$ cat config.mk
export PLATFORM = sky130hd
export DESIGN_NAME = fetch_unit
export DESIGN_NICKNAME = d
export VERILOG_FILES = /design/src/rtl/fetch_unit.sv
export SDC_FILE = /design/constraint.sdc
export NUM_CORES = 1
export LEC_CHECK = 0
export BUFFER_PORTS_ARGS = -buffer_cell sky130_fd_sc_hd__buf_2
export CAP_MARGIN = 20
export CORE_MARGIN = 2
export CORE_UTILIZATION = 48
export DETAILED_ROUTE_END_ITERATION = 7
export PLACE_DENSITY = 0.75
export REMOVE_ABC_BUFFERS = 1
export SETUP_SLACK_MARGIN = 0.3
export SYNTH_ARGS = -nofsm -noshare
export SYNTH_HDL_FRONTEND = slang
export SYNTH_SLANG_ARGS = --single-unit
$ cat constraint.sdc
create_clock -name clk -period 7 [get_ports clk]
set_input_delay 0 -clock clk [delete_from_list [all_inputs] [get_ports clk]]
set_output_delay 0 -clock clk [all_outputs]
set_load 0.005 [all_outputs]
$ cat src/rtl/fetch_unit.sv
// fetch_unit: multicycle instruction fetch stage with PC, memory handshake and retire counter
module fetch_unit #(
    parameter logic [31:0] RESET_PC = 32'h0000_0000
) (
    input  logic        clk,
    input  logic        reset,
    output logic        imem_req,
    output logic [31:0] imem_addr,
    input  logic        imem_ready,
    input  logic [31:0] imem_rdata,
    output logic [31:0] instr,
    output logic [5:0]  op,
    output logic        instr_valid,
    output logic [31:0] pc,
    output logic [31:0] pcplus4,
    input  logic        jump,
    input  logic        pcsrc,
    input  logic        retire,
    output logic [31:0] icount
);
    typedef enum logic {FETCH, EXEC} state_t;
    state_t state;
    logic [31:0] nextpc;
    assign imem_addr = pc;
    assign pcplus4   = pc + 32'd4;
    assign op        = instr[31:26];
    assign imem_req  = (state == FETCH) & ~reset;
    // next pc: jump beats taken branch, otherwise sequential
    always_comb begin
        nextpc = jump  ? {pcplus4[31:28], instr[25:0], 2'b00} :
                 pcsrc ? pcplus4 + {{14{instr[15]}}, instr[15:0], 2'b00} : pcplus4;
    end
    // fetch/exec sequencing: accept one word per request, advance pc on retire
    always_ff @(posedge clk or posedge reset) begin
        if (reset) begin
            state       <= FETCH;
            instr_valid <= 1'b0;
            pc          <= RESET_PC;
            instr       <= 32'h0;
            icount      <= 32'h0;
        end else if (state == FETCH) begin
            if (imem_ready) begin
                instr       <= imem_rdata;
                instr_valid <= 1'b1;
                state       <= EXEC;
            end
        end else if (retire) begin
            pc          <= nextpc;
            icount      <= icount + 32'd1;
            instr_valid <= 1'b0;
            state       <= FETCH;
        end
    end
endmodule

==> impl_table.tex <==
\begin{tabular}{lr}
\hline
Metric & Value \\
\hline
\multicolumn{2}{l}{\textbf{Outcome}} \\
\quad Status & complete, no violations \\
\multicolumn{2}{l}{\textbf{Detailed routing}} \\
\quad Initial DRC Count & around 420 \\
\quad Detailed-route wire length per cell & 17.5 um \\
\quad Pre-Repair DR Iteration Count & 5 \\
\quad Number of remaining DRC errors & 0 \\
\quad Antenna-violating nets left & 0 \\
\quad Detailed-route vias per instance & $\sim$5.6 \\
\quad Post-Route WL & between 15000 and 20000 um \\
\quad Via total after detailed routing & 6306 \\
\multicolumn{2}{l}{\textbf{Worst setup path}} \\
\quad Maximum fanout along the worst path & 9 \\
\quad Critical path launch point type & register \\
\quad Crit path DAT & about 4.4 ns \\
\quad Category of the worst setup path capture point & register \\
\quad Setup Crit Path Kind & reg -> reg \\
\quad Req. time, crit path & $\sim$7.2 ns \\
\multicolumn{2}{l}{\textbf{STA}} \\
\quad Maximum frequency from static timing analysis & 0.242 GHz \\
\quad Max Clock Skew & 0.00840 ns \\
\quad Worst slew slack as a fraction of its limit & 30.9\% \\
\quad Number of hold violations in the final report & 0 \\
\quad Part of the cycle the worst path needs & 59.0\% \\
\quad Final setup violation count & 0 \\
\quad Max Transition Viols Final & 0 \\
\quad RSZ-0062 raised after global routing & no \\
\quad Final TNS setup & 0 ns \\
\quad Slew @ Worst Pin & 1.03 ns \\
\quad Tightest hold margin & 0.200 ns \\
\quad Post-route minimum period & 4.13 ns \\
\multicolumn{2}{l}{\textbf{Logic synthesis}} \\
\quad Share of synthesized registers carrying an async set or reset & 100\% \\
\quad Leading post-synthesis cells by cell area & sky130\_fd\_sc\_hd\_\_dfrtp\_1 35\%, sky130\_fd\_sc\_hd\_\_ha\_1 6.7\%, sky130\_fd\_sc\_hd\_\_xnor2\_1 6.4\% \\
\quad Avg Cell Area, Syn & 9.05 sq um \\
\quad Yosys warnings & 0 \\
\quad Fraction of the yosys area taken by sequential cells & 35.0\% \\
\quad Post-synthesis cell count & between 700 and 800 \\
\quad Area fraction of the dominant cell type after synthesis & 35.0\% \\
\quad Post-synthesis sequential element count & 96 \\
\quad Number of synthesized flops with an enable pin & 0 \\
\quad Main flop type after synthesis & sky130\_fd\_sc\_hd\_\_dfrtp\_1 \\
\quad Biggest area consumer among synthesized cells & sky130\_fd\_sc\_hd\_\_dfrtp\_1 \\
\quad Post-Synthesis Cell Area & approximately 0.0069 sq mm \\
\quad Synth unique cells & 67 \\
\multicolumn{2}{l}{\textbf{Clocking}} \\
\quad Clock tree from TritonCTS & done \\
\quad Number of clock sinks & 96 \\
\quad Post-CTS Resized & 0 \\
\quad Deepest clock path buffer count & 2 \\
\quad Clock transition at path regs & 0.08 ns \\
\quad H-tree depth & 3 \\
\quad Insertion delay to the later sink of the worst-skew pair & 0.35 ns \\
\quad Number of buffers inserted during clock tree synthesis & 9 \\
\quad Root cell of the clock tree & sky130\_fd\_sc\_hd\_\_clkbuf\_16 \\
\multicolumn{2}{l}{\textbf{Die}} \\
\quad Overall die height & $\sim$120 um \\
\quad Placement row count & 43 \\
\quad Floorplan Core Area & between 0.01 and 0.015 sq mm \\
\quad Die Footprint & 0.0153 sq mm \\
\quad Effective utilization at floorplan & 49.3\% \\
\quad Ports placed on the boundary & 206 \\
\quad Width of the chip & 124 um \\
\multicolumn{2}{l}{\textbf{GRT}} \\
\quad Initial antenna violation count & 0 \\
\quad Via count of the first global-routing pass & between 5000 and 6000 \\
\quad Global router's overall resource usage & about a quarter \\
\quad Maximum number of pins on one net before global-route repair & 58 \\
\quad Wire length of the first global-routing pass & between 30000 and 40000 um \\
\quad Total grt overflow & 0 \\
\multicolumn{2}{l}{\textbf{Power}} \\
\quad Highest ir drop seen on vdd & roughly 0.23 mV \\
\quad Leak pwr & between 4 and 5 nW \\
\quad Power density relative to cell area & 410 mW/mm\^{}2 \\
\quad Overall power & 3.42 mW \\
\multicolumn{2}{l}{\textbf{Place}} \\
\quad Dpl cell area & 0.00772 sq mm \\
\quad Quantity of I/O buffers inserted on ports & between 150 and 200 \\
\quad Final HPWL from detailed placement & 14100 um \\
\quad Final weighted congestion of routability-driven global placement & 0.986 \\
\multicolumn{2}{l}{\textbf{Min path}} \\
\quad Worst min-delay path class & in -> reg \\
\multicolumn{2}{l}{\textbf{Finish}} \\
\quad Area added between synthesis and finish & 21.8\% \\
\quad Antenna diode instance count & 0 \\
\quad Ratio of cells with drive above 1 in the final layout & 29.0\% \\
\quad Final Net Count & 1017 \\
\quad Post-Layout Inst Area & 0.00836 sq mm \\
\quad Filler instances & 1180 \\
\multicolumn{2}{l}{\textbf{Flow run}} \\
\quad \# Max-Cap Violations & 0 \\
\hline
\end{tabular}
## logic make-up (layout without fill, tap and decap cells)
family                   after synthesis  in the layout  synth area share [%]
AO/OA/AOI/OAI                        169            169                  16.0
XOR/XNOR                              84             84                  10.7
adder cells (fa/ha/maj)               38             38                  7.04
buffers and inverters                 87            270                  7.15
flip-flops                            96             96                  35.0
multiplexers                          40             40                  6.44
other                                  1              6                0.0546
AND/OR/NAND/NOR                      243            243                  17.6
## stage by stage
stage	util, %	setup WS, ns	std cells
6_report	60.0	2.87	1126
5_1_grt	60.0	2.45	1126
4_1_cts	60.0	2.89	1126
3_5_place_dp	55.4	2.91	1076
3_3_place_gp	55.4	3.08	1076
2_1_floorplan	-	3.37	692
## Yosys cell counts, types with 5 or more instances
library cell / number
sky130_fd_sc_hd__ha_1: 37
sky130_fd_sc_hd__a21o_1: 19
sky130_fd_sc_hd__o211ai_1: 8
sky130_fd_sc_hd__nand4_1: 16
sky130_fd_sc_hd__o21ai_0: 41
sky130_fd_sc_hd__xnor2_1: 50
sky130_fd_sc_hd__o21a_1: 5
sky130_fd_sc_hd__and3_1: 17
sky130_fd_sc_hd__nor2_1: 55
sky130_fd_sc_hd__clkbuf_1: 22
sky130_fd_sc_hd__o21bai_1: 5
sky130_fd_sc_hd__mux2i_1: 7
sky130_fd_sc_hd__xor2_1: 34
sky130_fd_sc_hd__mux2_2: 33
sky130_fd_sc_hd__buf_4: 43
sky130_fd_sc_hd__nor3_1: 10
sky130_fd_sc_hd__nand3_1: 32
sky130_fd_sc_hd__dfrtp_1: 96
sky130_fd_sc_hd__nand2_1: 76
sky130_fd_sc_hd__inv_1: 15
sky130_fd_sc_hd__a21oi_1: 51
## cells in the final DEF (no fill, tap or decap), drive strengths merged, types with 3 or more instances in the layout
master | netlist | layout
mux2 | 33 | 33
xor2 | 34 | 34
clkbuf | 22 | 9
o31ai | 6 | 6
a31oi | 3 | 3
o22ai | 4 | 4
inv | 15 | 18
dfrtp | 96 | 96
o21ai | 42 | 42
and3 | 19 | 19
a221oi | 3 | 3
mux2i | 7 | 7
a21o | 19 | 19
clkinv | 1 | 4
nand2 | 76 | 76
nand4 | 17 | 17
a211oi | 5 | 5
ha | 37 | 37
a21oi | 51 | 51
conb | 1 | 6
nor3 | 11 | 11
o21a | 5 | 5
buf | 49 | 204
o21bai | 5 | 5
nor4 | 5 | 5
a31o | 4 | 4
xnor2 | 50 | 50
dlygate4sd3 | 0 | 34
or3 | 5 | 5
nor2 | 55 | 55
o211ai | 8 | 8
and4 | 5 | 5
and2 | 4 | 4
nand3 | 33 | 33
## power by group
group,switching [mW],internal [mW]
Combinational,1.10,0.895
Clock,0.245,0.252
Sequential,0.235,0.695
## worst max-delay path: stages (launching register included)
cell,delay (ns)
sky130_fd_sc_hd__dfrtp_1,0.48
sky130_fd_sc_hd__and3_1,0.20
sky130_fd_sc_hd__nand3_1,0.28
sky130_fd_sc_hd__nor3_1,0.49
sky130_fd_sc_hd__nand3_1,0.16
sky130_fd_sc_hd__xnor2_1,0.37
sky130_fd_sc_hd__ha_1,0.33
sky130_fd_sc_hd__and2_1,0.20
sky130_fd_sc_hd__a221oi_1,0.34
sky130_fd_sc_hd__o21a_1,0.18
sky130_fd_sc_hd__o21ai_0,0.11
sky130_fd_sc_hd__a41oi_1,0.23
sky130_fd_sc_hd__o31ai_1,0.13
sky130_fd_sc_hd__o31ai_1,0.29
sky130_fd_sc_hd__xor2_1,0.16
sky130_fd_sc_hd__o21ai_0,0.08
## registers in the layout, summed over array words and instances (netlist names)
register,cells
icount,32
instr,32
imem_addr,30
instr_valid,1
state,1
## worst paths after layout
check	start	end	slack, ns	cells past startpoint
worst max register to register	imem_addr[2]	imem_addr[30]	2.87	15
worst min register to register	icount[31]	icount[31]	0.47	1
max in group asynchronous	reset	imem_addr[13]	5.64	4
worst min-delay path	jump	imem_addr[27]	0.20	3
worst max-delay path	imem_addr[2]	imem_addr[30]	2.87	15
min in group asynchronous	reset	icount[26]	0.23	3
## what timing repair did
| item | in CTS | in global routing |
|---|---|---|
| setup buffers | 0 | 0 |
| hold endpoints to repair | 72 | 0 |
| hold buffers | 34 | 0 |
## layer usage
layer / GRT usage, % / vias to the layer above / share of wire, %
met2: 41.9 / 220 / 48
met1: 34.7 / 3018 / 44
met4: 9.94 / 0 / 2.8
met3: 4.17 / 35 / 5.8
li1: - / 3033 / -
met5: 0 / - / 0
## area by class of cell
type / count / area (sq um) / share of cell area (%)
Tap cell: 180 / 225 / 2.69
Multi-Input combinational cell: 580 / 4000 / 47.8
Clock inverter: 7 / 72.6 / 0.868
Timing Repair Buffer: 238 / 1370 / 16.4
Clock buffer: 9 / 225 / 2.69
Sequential cell: 96 / 2400 / 28.7
Inverter: 16 / 62.6 / 0.749
Note: power is estimated with default switching activity, not from simulation.
